File: src/rtl/serial_link_credit_ctrl.sv
// ============================================================================
// Module   : serial_link_credit_ctrl
// Purpose  : Multi-VC credit flow control with round-robin send arbitration
//            and piggybacked / forced return-credit beats.
// Option   : define SERIAL_LINK_CREDIT_ERR_EN to build the sticky err_o logic.
// Revision : 1.0 - initial release
// ============================================================================
`default_nettype none

module serial_link_credit_ctrl #(
    parameter int NumVc           = 2,
    parameter int NumCredits      = 8,
    parameter int ForceSendThresh = NumCredits - 1,
    parameter int DataWidth       = 64,
    localparam int VcW            = (NumVc > 1) ? $clog2(NumVc) : 1,
    localparam int CW             = $clog2(NumCredits) + 1
) (
    input  logic                       clk_i,
    input  logic                       rst_ni,
    input  logic [NumVc*DataWidth-1:0] data_i,
    input  logic [NumVc-1:0]           valid_i,
    output logic [NumVc-1:0]           ready_o,
    output logic [DataWidth-1:0]       data_o,
    output logic [VcW-1:0]             vc_o,
    output logic [CW-1:0]              credits_o,
    output logic                       credit_only_o,
    output logic                       valid_o,
    input  logic                       ready_i,
    input  logic [CW-1:0]              credits_in_i,
    input  logic [VcW-1:0]             credits_in_vc_i,
    input  logic                       credits_in_valid_i,
    input  logic [NumVc-1:0]           buf_free_i,
    output logic [NumVc*CW-1:0]        send_cnt_o,
    output logic                       err_o
);

    localparam logic [CW-1:0] MAX_CRED = CW'(NumCredits);
    localparam logic [CW-1:0] THRESH   = CW'(ForceSendThresh);

    logic [NumVc-1:0][CW-1:0] send_cnt, send_nxt;
    logic [NumVc-1:0][CW-1:0] ret_cnt, ret_nxt;
    logic [VcW-1:0]           rr;

    logic             out_free, force_any, data_any, force_load, data_load;
    logic [VcW-1:0]   force_vc, grant;
    logic [NumVc-1:0] eligible;
`ifdef SERIAL_LINK_CREDIT_ERR_EN
    logic             err_set;
    logic             err_q;
`endif

    // Arbitration: forced credit return beats preempt data.
    always_comb begin : p_arb
        int idx;
        idx        = 0;
        out_free   = !valid_o || ready_i;
        force_any  = 1'b0;
        force_vc   = '0;
        data_any   = 1'b0;
        grant      = '0;
        eligible   = '0;
        for (int v = 0; v < NumVc; v++) begin
            if (!force_any && (ret_cnt[v] >= THRESH)) begin
                force_any = 1'b1;
                force_vc  = VcW'(v);
            end
            eligible[v] = valid_i[v] && (send_cnt[v] != '0);
        end
        for (int i = 0; i < NumVc; i++) begin
            idx = int'(rr) + i;
            if (idx >= NumVc) idx = idx - NumVc;
            if (!data_any && eligible[idx]) begin
                data_any = 1'b1;
                grant    = VcW'(idx);
            end
        end
        force_load = out_free && force_any;
        data_load  = out_free && !force_any && data_any;
        ready_o    = '0;
        if (data_load) ready_o[grant] = 1'b1;
    end

    always_comb begin : p_cnt
        logic          consume, add, clear;
        logic [CW:0]   sum;
        consume  = 1'b0;
        add      = 1'b0;
        clear    = 1'b0;
        sum      = '0;
        send_nxt = send_cnt;
        ret_nxt  = ret_cnt;
`ifdef SERIAL_LINK_CREDIT_ERR_EN
        err_set  = credits_in_valid_i && (32'(credits_in_vc_i) >= NumVc);
`endif
        for (int v = 0; v < NumVc; v++) begin
            consume = data_load && (grant == VcW'(v));
            add     = credits_in_valid_i && (credits_in_vc_i == VcW'(v));
            sum     = {1'b0, send_cnt[v]} + (add ? {1'b0, credits_in_i} : '0)
                      - {{CW{1'b0}}, consume};
            if (sum > {1'b0, MAX_CRED}) begin
                send_nxt[v] = MAX_CRED;
`ifdef SERIAL_LINK_CREDIT_ERR_EN
                err_set = 1'b1;
`endif
            end else begin
                send_nxt[v] = sum[CW-1:0];
            end

            // A free arriving on the clearing cycle is kept as the first new credit.
            clear = consume || (force_load && (force_vc == VcW'(v)));
            if (clear)
                ret_nxt[v] = buf_free_i[v] ? CW'(1) : '0;
            else if (buf_free_i[v] && (ret_cnt[v] != MAX_CRED))
                ret_nxt[v] = ret_cnt[v] + 1'b1;
`ifdef SERIAL_LINK_CREDIT_ERR_EN
            if (buf_free_i[v] && (ret_cnt[v] == MAX_CRED)) err_set = 1'b1;
`endif
        end
    end

    always_ff @(posedge clk_i or negedge rst_ni) begin
        if (!rst_ni) begin
            for (int v = 0; v < NumVc; v++) begin
                send_cnt[v] <= MAX_CRED;
                ret_cnt[v]  <= '0;
            end
            rr            <= '0;
            data_o        <= '0;
            vc_o          <= '0;
            credits_o     <= '0;
            credit_only_o <= 1'b0;
            valid_o       <= 1'b0;
        end else begin
            send_cnt <= send_nxt;
            ret_cnt  <= ret_nxt;
            if (force_load) begin
                data_o        <= '0;
                vc_o          <= force_vc;
                credits_o     <= ret_cnt[force_vc];
                credit_only_o <= 1'b1;
                valid_o       <= 1'b1;
            end else if (data_load) begin
                data_o        <= data_i[int'(grant)*DataWidth +: DataWidth];
                vc_o          <= grant;
                credits_o     <= ret_cnt[grant];
                credit_only_o <= 1'b0;
                valid_o       <= 1'b1;
                rr            <= (int'(grant) == NumVc - 1) ? '0 : grant + 1'b1;
            end else if (ready_i) begin
                valid_o       <= 1'b0;
            end
        end
    end

    for (genvar v = 0; v < NumVc; v++) begin : g_pack
        assign send_cnt_o[v*CW +: CW] = send_cnt[v];
    end

`ifdef SERIAL_LINK_CREDIT_ERR_EN
    always_ff @(posedge clk_i or negedge rst_ni) begin
        if (!rst_ni)      err_q <= 1'b0;
        else if (err_set) err_q <= 1'b1;
    end
    assign err_o = err_q;
`else
    assign err_o = 1'b0;
`endif

endmodule

`default_nettype wire

File: config.mk
export PLATFORM = sky130hd
export DESIGN_NAME = serial_link_credit_ctrl
export DESIGN_NICKNAME = d
export VERILOG_FILES = /design/src/rtl/serial_link_credit_ctrl.sv
export SDC_FILE = /design/constraint.sdc
export NUM_CORES = 1
export LEC_CHECK = 0
export ABC_AREA = 1
export CAP_MARGIN = 20
export CORE_MARGIN = 5
export CORE_UTILIZATION = 44
export DETAILED_ROUTE_END_ITERATION = 8
export MAX_ROUTING_LAYER = met4
export PLACE_DENSITY_LB_ADDON = 0.08
export SLEW_MARGIN = 20
export SYNTH_ARGS = -nofsm -noshare
export SYNTH_HDL_FRONTEND = slang
export SYNTH_SLANG_ARGS = --single-unit
export TNS_END_PERCENT = 5
File: constraint.sdc
create_clock -name clk_i -period 7.7 [get_ports clk_i]
set_input_delay 1.54 -clock clk_i [delete_from_list [all_inputs] [get_ports clk_i]]
set_output_delay 1.54 -clock clk_i [all_outputs]
set_load 0.02 [all_outputs]
==> results.py, run 1 <==
metrics = {
    "global_routing": {
        "first_global_vias": 4852,
        "global_route.overflow_total": 0,
        "grt_antenna_before_repair": 0,
        "grt_max_degree": 89,
        "grt_pass1_wl_mm": 23.3,
        "grtUsageTotal_pct": 23.4,
    },
    "clock_network": {
        "clkTransAtPathRegs_ps": 80,
        "post_cts.repair.setup_buffers": 0,
        "ctsRootBufferMaster": "sky130_fd_sc_hd__clkbuf_8",
        "clock_tree_from_tritoncts": "built",
        "clk-insertion-delay-late_ps": 360,
        "postCtsHoldBufs": 0,
        "clkSinkCount": 88,
        "cts-htree-levels": 3,
        "cts.repair.resized": 0,
        "cts_buffers": 9,
        "cts_buffer_depth": 2,
    },
    "timing": {
        "finalMaxSlewViolations": 0,
        "worst_pin_slew_ps": 778,
        "hold_slack_ps": 487,
        "final_hold_viol_count": 0,
        "period_share_pct": 69.7,
        "totalNegativeSetupSlack_ps": 0,
        "report.final.setup_viol": 0,
        "skew_ps": 14.8,
        "finalWorstPathRequiredPeriod_ps": 5360,
        "fmax_mhz": 186,
        "slew_headroom_pct": 48.1,
        "rsz0062_at_grt": "no",
    },
    "worst_hold_path": {
        "hold_class": "reg2reg",
        "hp-start": "credit_only_o",
    },
    "power": {
        "static-leakage-power_nw": 3.28,
        "worst_ir_drop_vdd_mv": 0.198,
        "power_density_nw_per_um2": 392,
    },
    "final_layout": {
        "most_frequent_standard_cell_in_the_layout_excluding_fill_and_tap_cells": "sky130_fd_sc_hd__nand2_1",
        "drive_gt1_share_pct": 4.68,
        "number_of_fill_cells": 854,
        "final_net_count": 949,
        "finish.instance_area_um2": 7010,
        "antenna_cells": 0,
        "most-common-layout-cells": "sky130_fd_sc_hd__nand2_1, sky130_fd_sc_hd__clkdlybuf4s50_1, sky130_fd_sc_hd__nand3_1",
        "layout-area-overhead-vs-synth_pct": 52.8,
    },
    "flow_run": {
        "max_cap_viol_count": 0,
    },
    "die": {
        "top_level_ports": 223,
        "die-height_um": 112,
        "dieArea_um2": 12600,
        "coreArea_um2": 10200,
        "fp-row-count": 37,
        "die_x_um": 112,
        "effective_utilization_at_floorplan_pct": 44.8,
    },
    "critical_path": {
        "critPathRequiredTime_ps": 6160,
        "criticalPathCategory": "in2out",
        "critPathArrivalTime_ps": 3820,
        "cp-start-kind": "primary input",
        "crit_path_end_kind": "primary output",
        "critical_path.max_fanout": 67,
        "worst_r2r_startpoint": "ret_cnt[0]",
        "cp-startpoint": "valid_i[1]",
    },
    "route": {
        "drt-total-wl_mm": 14.2,
        "detailroute.via_count": 4631,
        "avgRoutedWirePerCell_um": 15.3,
        "post-route-drc-count": 0,
        "first_pass_iters": 4,
        "viasPerCell": 5.00,
        "drt-initial-drc-count": 254,
        "antenna_left": 0,
    },
    "synth": {
        "postSynthRegisterBits": 88,
        "yosys_warnings": 0,
        "synthesized_netlist_cell_count": 574,
        "library_cells_used_by_synthesis": 31,
        "yosys-top-cells-area": "sky130_fd_sc_hd__dfrtp_1, sky130_fd_sc_hd__nand2_1, sky130_fd_sc_hd__nand3_1",
        "synthesized_netlist_net_count": 737,
        "synthesis.area_per_instance_um2": 7.99,
        "yosysSeqAreaShare_pct": 48.1,
        "synth_largest_type_area_fraction_pct": 46.9,
        "netlist_area_um2": 4590,
        "yosysTopAreaCell": "sky130_fd_sc_hd__dfrtp_1",
    },
    "placed_design": {
        "dp.final_hpwl_mm": 10.7,
        "dpl_cell_area_um2": 6810,
        "gpl.final_weighted_congestion": 0.861,
        "numPortBuffers": 221,
    },
    "run_status": {
        "run_status": "finished, final reports clean",
    },
}
==> final timing paths <==
check	end	slack, ps	cells past startpoint
min reg2reg	credit_only_o	490	2
max in group asynchronous	data_o[0]	5930	1
min	credit_only_o	490	2
min in group asynchronous	ret_cnt[7]	1250	1
max reg2reg	send_cnt_o[0]	4010	18
max	ready_o[1]	2340	7
==> power breakdown <==
| group | switching [mW] | total (mW) | internal [mW] |
|---|---|---|---|
| registers | 0.136 | 0.823 | 0.687 |
| logic | 0.920 | 1.61 | 0.688 |
| clock network | 0.163 | 0.321 | 0.159 |
| total | 1.22 | 2.75 | 1.53 |
==> registers in the layout (all words and copies together), names as in the netlist <==
name,cells
credits_o,4
rr,1
credit_only_o,1
vc_o,1
valid_o,1
ret_cnt,8
send_cnt_o,8
data_o,64
==> stage by stage <==
stage / instances / total power [mW] / setup WS, ps / util (%)
finish: 927 / 2.75 / 2340 / 68.5
global route: 927 / 2.97 / 2160 / 68.5
CTS: 927 / 2.77 / 2300 / 68.5
detailed placement: 911 / 2.44 / 2300 / 66.6
global placement: 911 / 2.40 / 2300 / 66.6
floorplan: 574 / 1.79 / 3920 / -
==> layout make-up <==
| type | count | area, um2 | share of cell area (%) |
|---|---|---|---|
| Multi-Input combinational cell | 414 | 2020 | 28.8 |
| Timing Repair Buffer | 224 | 2240 | 31.9 |
| Inverter | 49 | 184 | 2.62 |
| Clock inverter | 5 | 56.3 | 0.803 |
| Clock buffer | 11 | 141 | 2.02 |
| Tap cell | 136 | 170 | 2.43 |
| Sequential cell | 88 | 2200 | 31.4 |
==> layer usage <==
layer,track usage [%],up-vias,share of wire [%]
li1,-,2225,-
met4,12.0,0,4.5
met3,4.80,43,6.6
met1,27.4,2156,41
met2,38.2,207,48
met5,-,-,0
==> worst max-delay path, stage by stage <==
cell and delay [ps]:
sky130_fd_sc_hd__clkdlybuf4s50_1 470, sky130_fd_sc_hd__inv_1 50, sky130_fd_sc_hd__a21oi_2 230, sky130_fd_sc_hd__nand3_2 170
sky130_fd_sc_hd__inv_2 70, sky130_fd_sc_hd__buf_4 520, sky130_fd_sc_hd__clkdlybuf4s50_1 730
==> synthesized netlist by cell type <==
cell and number:
sky130_fd_sc_hd__nor2_1 26, sky130_fd_sc_hd__nand3b_1 2, sky130_fd_sc_hd__xnor2_1 6, sky130_fd_sc_hd__inv_2 6
sky130_fd_sc_hd__buf_4 4, sky130_fd_sc_hd__fa_1 2, sky130_fd_sc_hd__o21ai_2 1, sky130_fd_sc_hd__conb_1 1
sky130_fd_sc_hd__nor2_2 1, sky130_fd_sc_hd__a21oi_2 1, sky130_fd_sc_hd__o22ai_1 1, sky130_fd_sc_hd__inv_1 43
sky130_fd_sc_hd__nor3_1 2, sky130_fd_sc_hd__nor2_8 1, sky130_fd_sc_hd__buf_2 3, sky130_fd_sc_hd__dfrtp_1 86
sky130_fd_sc_hd__o21ai_0 3, sky130_fd_sc_hd__nand3_2 2, sky130_fd_sc_hd__nand2_4 1, sky130_fd_sc_hd__nand3_1 88
sky130_fd_sc_hd__a31oi_1 2, sky130_fd_sc_hd__clkbuf_1 5, sky130_fd_sc_hd__nand2_1 234, sky130_fd_sc_hd__nand4_1 3
sky130_fd_sc_hd__a21oi_1 12, sky130_fd_sc_hd__or2_2 1, sky130_fd_sc_hd__ha_1 20, sky130_fd_sc_hd__buf_6 11
sky130_fd_sc_hd__xor2_1 2, sky130_fd_sc_hd__nand2_2 2, sky130_fd_sc_hd__dfstp_2 2
==> logic make-up (layout without fill, tap and decap cells) <==
kind of cell,count (synthesis),count (layout),share of synthesized area [%]
AO/OA/AOI/OAI,20,20,2.43
flip-flops,88,88,48.1
adder cells (fa/ha/maj),22,22,6.33
XOR/XNOR,8,8,1.53
AND/OR/NAND/NOR,363,363,33.5
other,1,1,0.0817
buffers and inverters,72,289,8.10
Note: power is estimated with default switching activity, not from simulation.
==> run 2: changes to the inputs <==
CORE_UTILIZATION = 41   (was 44)
clock period = 5.6 ns   (was 7.7 ns; I/O delays follow)
==> results.py, run 2 (synthesis results as in run 1) <==
metrics = {
    "run_status": {
        "run_status": "finished, final reports clean",
    },
    "power": {
        "netSwitchingPower_mw": 1.68,
        "worst_ir_drop_vdd_mv": 0.272,
        "static-leakage-power_nw": 3.29,
        "netSwitchingFraction_pct": 44.4,
        "seqPwrFrac_pct": 29.7,
        "pwr-share-clk_pct": 11.7,
        "power_density_nw_per_um2": 540,
        "pwr-share-comb_pct": 58.6,
        "internal_power_mw": 2.11,
        "total_power_mw": 3.79,
    },
    "route": {
        "post-route-drc-count": 0,
        "drt-total-wl_mm": 14.8,
        "antenna_left": 0,
        "first_pass_iters": 4,
        "drt-initial-drc-count": 221,
        "viasPerCell": 4.93,
        "detailroute.via_count": 4591,
        "avgRoutedWirePerCell_um": 15.9,
    },
    "final_layout": {
        "drive_gt1_share_pct": 4.92,
        "largest_register_ffs": 64,
        "final_net_count": 950,
        "max_flop_register": "data_o",
        "layout-area-overhead-vs-synth_pct": 53.0,
        "most-common-layout-cells": "sky130_fd_sc_hd__nand2_1, sky130_fd_sc_hd__clkdlybuf4s50_1, sky130_fd_sc_hd__nand3_1",
        "number_of_fill_cells": 923,
        "most_frequent_standard_cell_in_the_layout_excluding_fill_and_tap_cells": "sky130_fd_sc_hd__nand2_1",
        "antenna_cells": 0,
    },
    "critical_path": {
        "timing.reg2reg.setup_slack_ps": 2040,
        "critPathArrivalTime_ps": 3390,
        "cp-start-kind": "primary input",
        "crit_path_end_kind": "primary output",
        "critPathRequiredTime_ps": 4480,
        "critical_path.max_fanout": 38,
        "criticalPathCategory": "in2out",
        "worst_r2r_path_depth": 17,
    },
    "global_routing": {
        "first_global_vias": 4776,
        "global_route.overflow_total": 0,
        "grtUsageTotal_pct": 23.0,
        "grt_max_degree": 66,
        "grt_pass1_wl_mm": 23.4,
        "grt_antenna_before_repair": 0,
    },
    "timing": {
        "worst_pin_slew_ps": 874,
        "slew_headroom_pct": 41.5,
        "final_hold_viol_count": 0,
        "report.final.setup_viol": 0,
        "skew_ps": 11.9,
        "finalMaxSlewViolations": 0,
        "finalWorstPathRequiredPeriod_ps": 4510,
        "fmax_mhz": 222,
        "totalNegativeSetupSlack_ps": 0,
        "period_share_pct": 80.6,
        "rsz0062_at_grt": "no",
        "final.setup.worst_slack_ps": 1090,
    },
    "die": {
        "die_x_um": 116,
        "die-height_um": 116,
        "fp-row-count": 38,
        "top_level_ports": 223,
        "coreArea_um2": 10900,
        "effective_utilization_at_floorplan_pct": 42.1,
        "dieArea_um2": 13400,
    },
    "clock_network": {
        "clock_tree_from_tritoncts": "built",
        "ctsRootBufferMaster": "sky130_fd_sc_hd__clkbuf_8",
        "cts.repair.resized": 0,
        "cts_buffer_depth": 2,
        "clk-insertion-delay-late_ps": 360,
        "clkTransAtPathRegs_ps": 80,
        "postCtsHoldBufs": 0,
        "cts_buffers": 9,
        "cts-htree-levels": 3,
        "clkSinkCount": 88,
        "post_cts.repair.setup_buffers": 0,
    },
    "placed_design": {
        "pre_cts_worst_setup_slack_ps": 1090,
        "dp.final_hpwl_mm": 11.3,
        "gpl.final_weighted_congestion": 0.846,
        "numPortBuffers": 221,
    },
    "worst_hold_path": {
        "hold_class": "reg2reg",
        "worst_hold_path_cell_count": 2,
    },
    "flow_run": {
        "max_cap_viol_count": 0,
    },
}
[run 2: changes by cell type in the layout (fill, tap and decap cells not counted), sizes merged]
| cell | delta |
|---|---|
| buf | +1 |
| clkinv | +2 |
| clkinvlp | -1 |
| clkbuf | -1 |
[run 2: cell type report]
cell class	instances	area (um2)	area share, %
inverter	49	184	2.62
sequential	88	2200	31.4
clock buffer	10	138	1.96
multi-input combinational	414	2020	28.8
clock inverter	6	58.8	0.838
tap	140	175	2.50
timing repair buffer	225	2240	31.9
[run 2: layer usage]
metal	part of all wire, %	track usage (%)
met5	0	-
met1	39	26.2
met2	49	38.9
met3	8.2	5.17
met4	3.3	9.90
[run 2: path summary, 6_finish.rpt]
check	start	to
worst min-delay path	credit_only_o	credit_only_o
min in group asynchronous	rst_ni	rr
worst min register to register	credit_only_o	credit_only_o
max in group asynchronous	rst_ni	ret_cnt[7]
worst max-delay path	valid_i[0]	ready_o[0]
worst max register to register	ret_cnt[0]	send_cnt_o[0]
[run 2: worst max-delay path, cell delays in order]
cell                              delay (ps)
sky130_fd_sc_hd__clkdlybuf4s50_1         480
sky130_fd_sc_hd__nand3_1                 180
sky130_fd_sc_hd__nand2_1                 170
sky130_fd_sc_hd__nand3_2                 120
sky130_fd_sc_hd__inv_2                   540
sky130_fd_sc_hd__clkdlybuf4s50_1         740
[run 2: stage by stage]
stage	cell area (um2)	util, %	hold WS [ps]	cells
after floorplan	4590	-	481	574
after global placement	6820	62.7	456	916
after detailed placement	6820	62.7	472	916
after CTS	7020	64.5	486	932
after global routing	7020	64.5	515	932
final	7020	64.5	480	932
[run 2: power groups by stage]
| stage | clock network [mW] | logic [mW] | registers (mW) |
|---|---|---|---|
| 3_5_place_dp | 0 | 2.24 | 1.13 |
| 4_1_cts | 0.457 | 2.25 | 1.13 |
| 3_3_place_gp | 0 | 2.21 | 1.12 |
| 6_report | 0.443 | 2.22 | 1.13 |
| 5_1_grt | 0.485 | 2.45 | 1.17 |
| 2_1_floorplan | 0 | 1.02 | 1.44 |
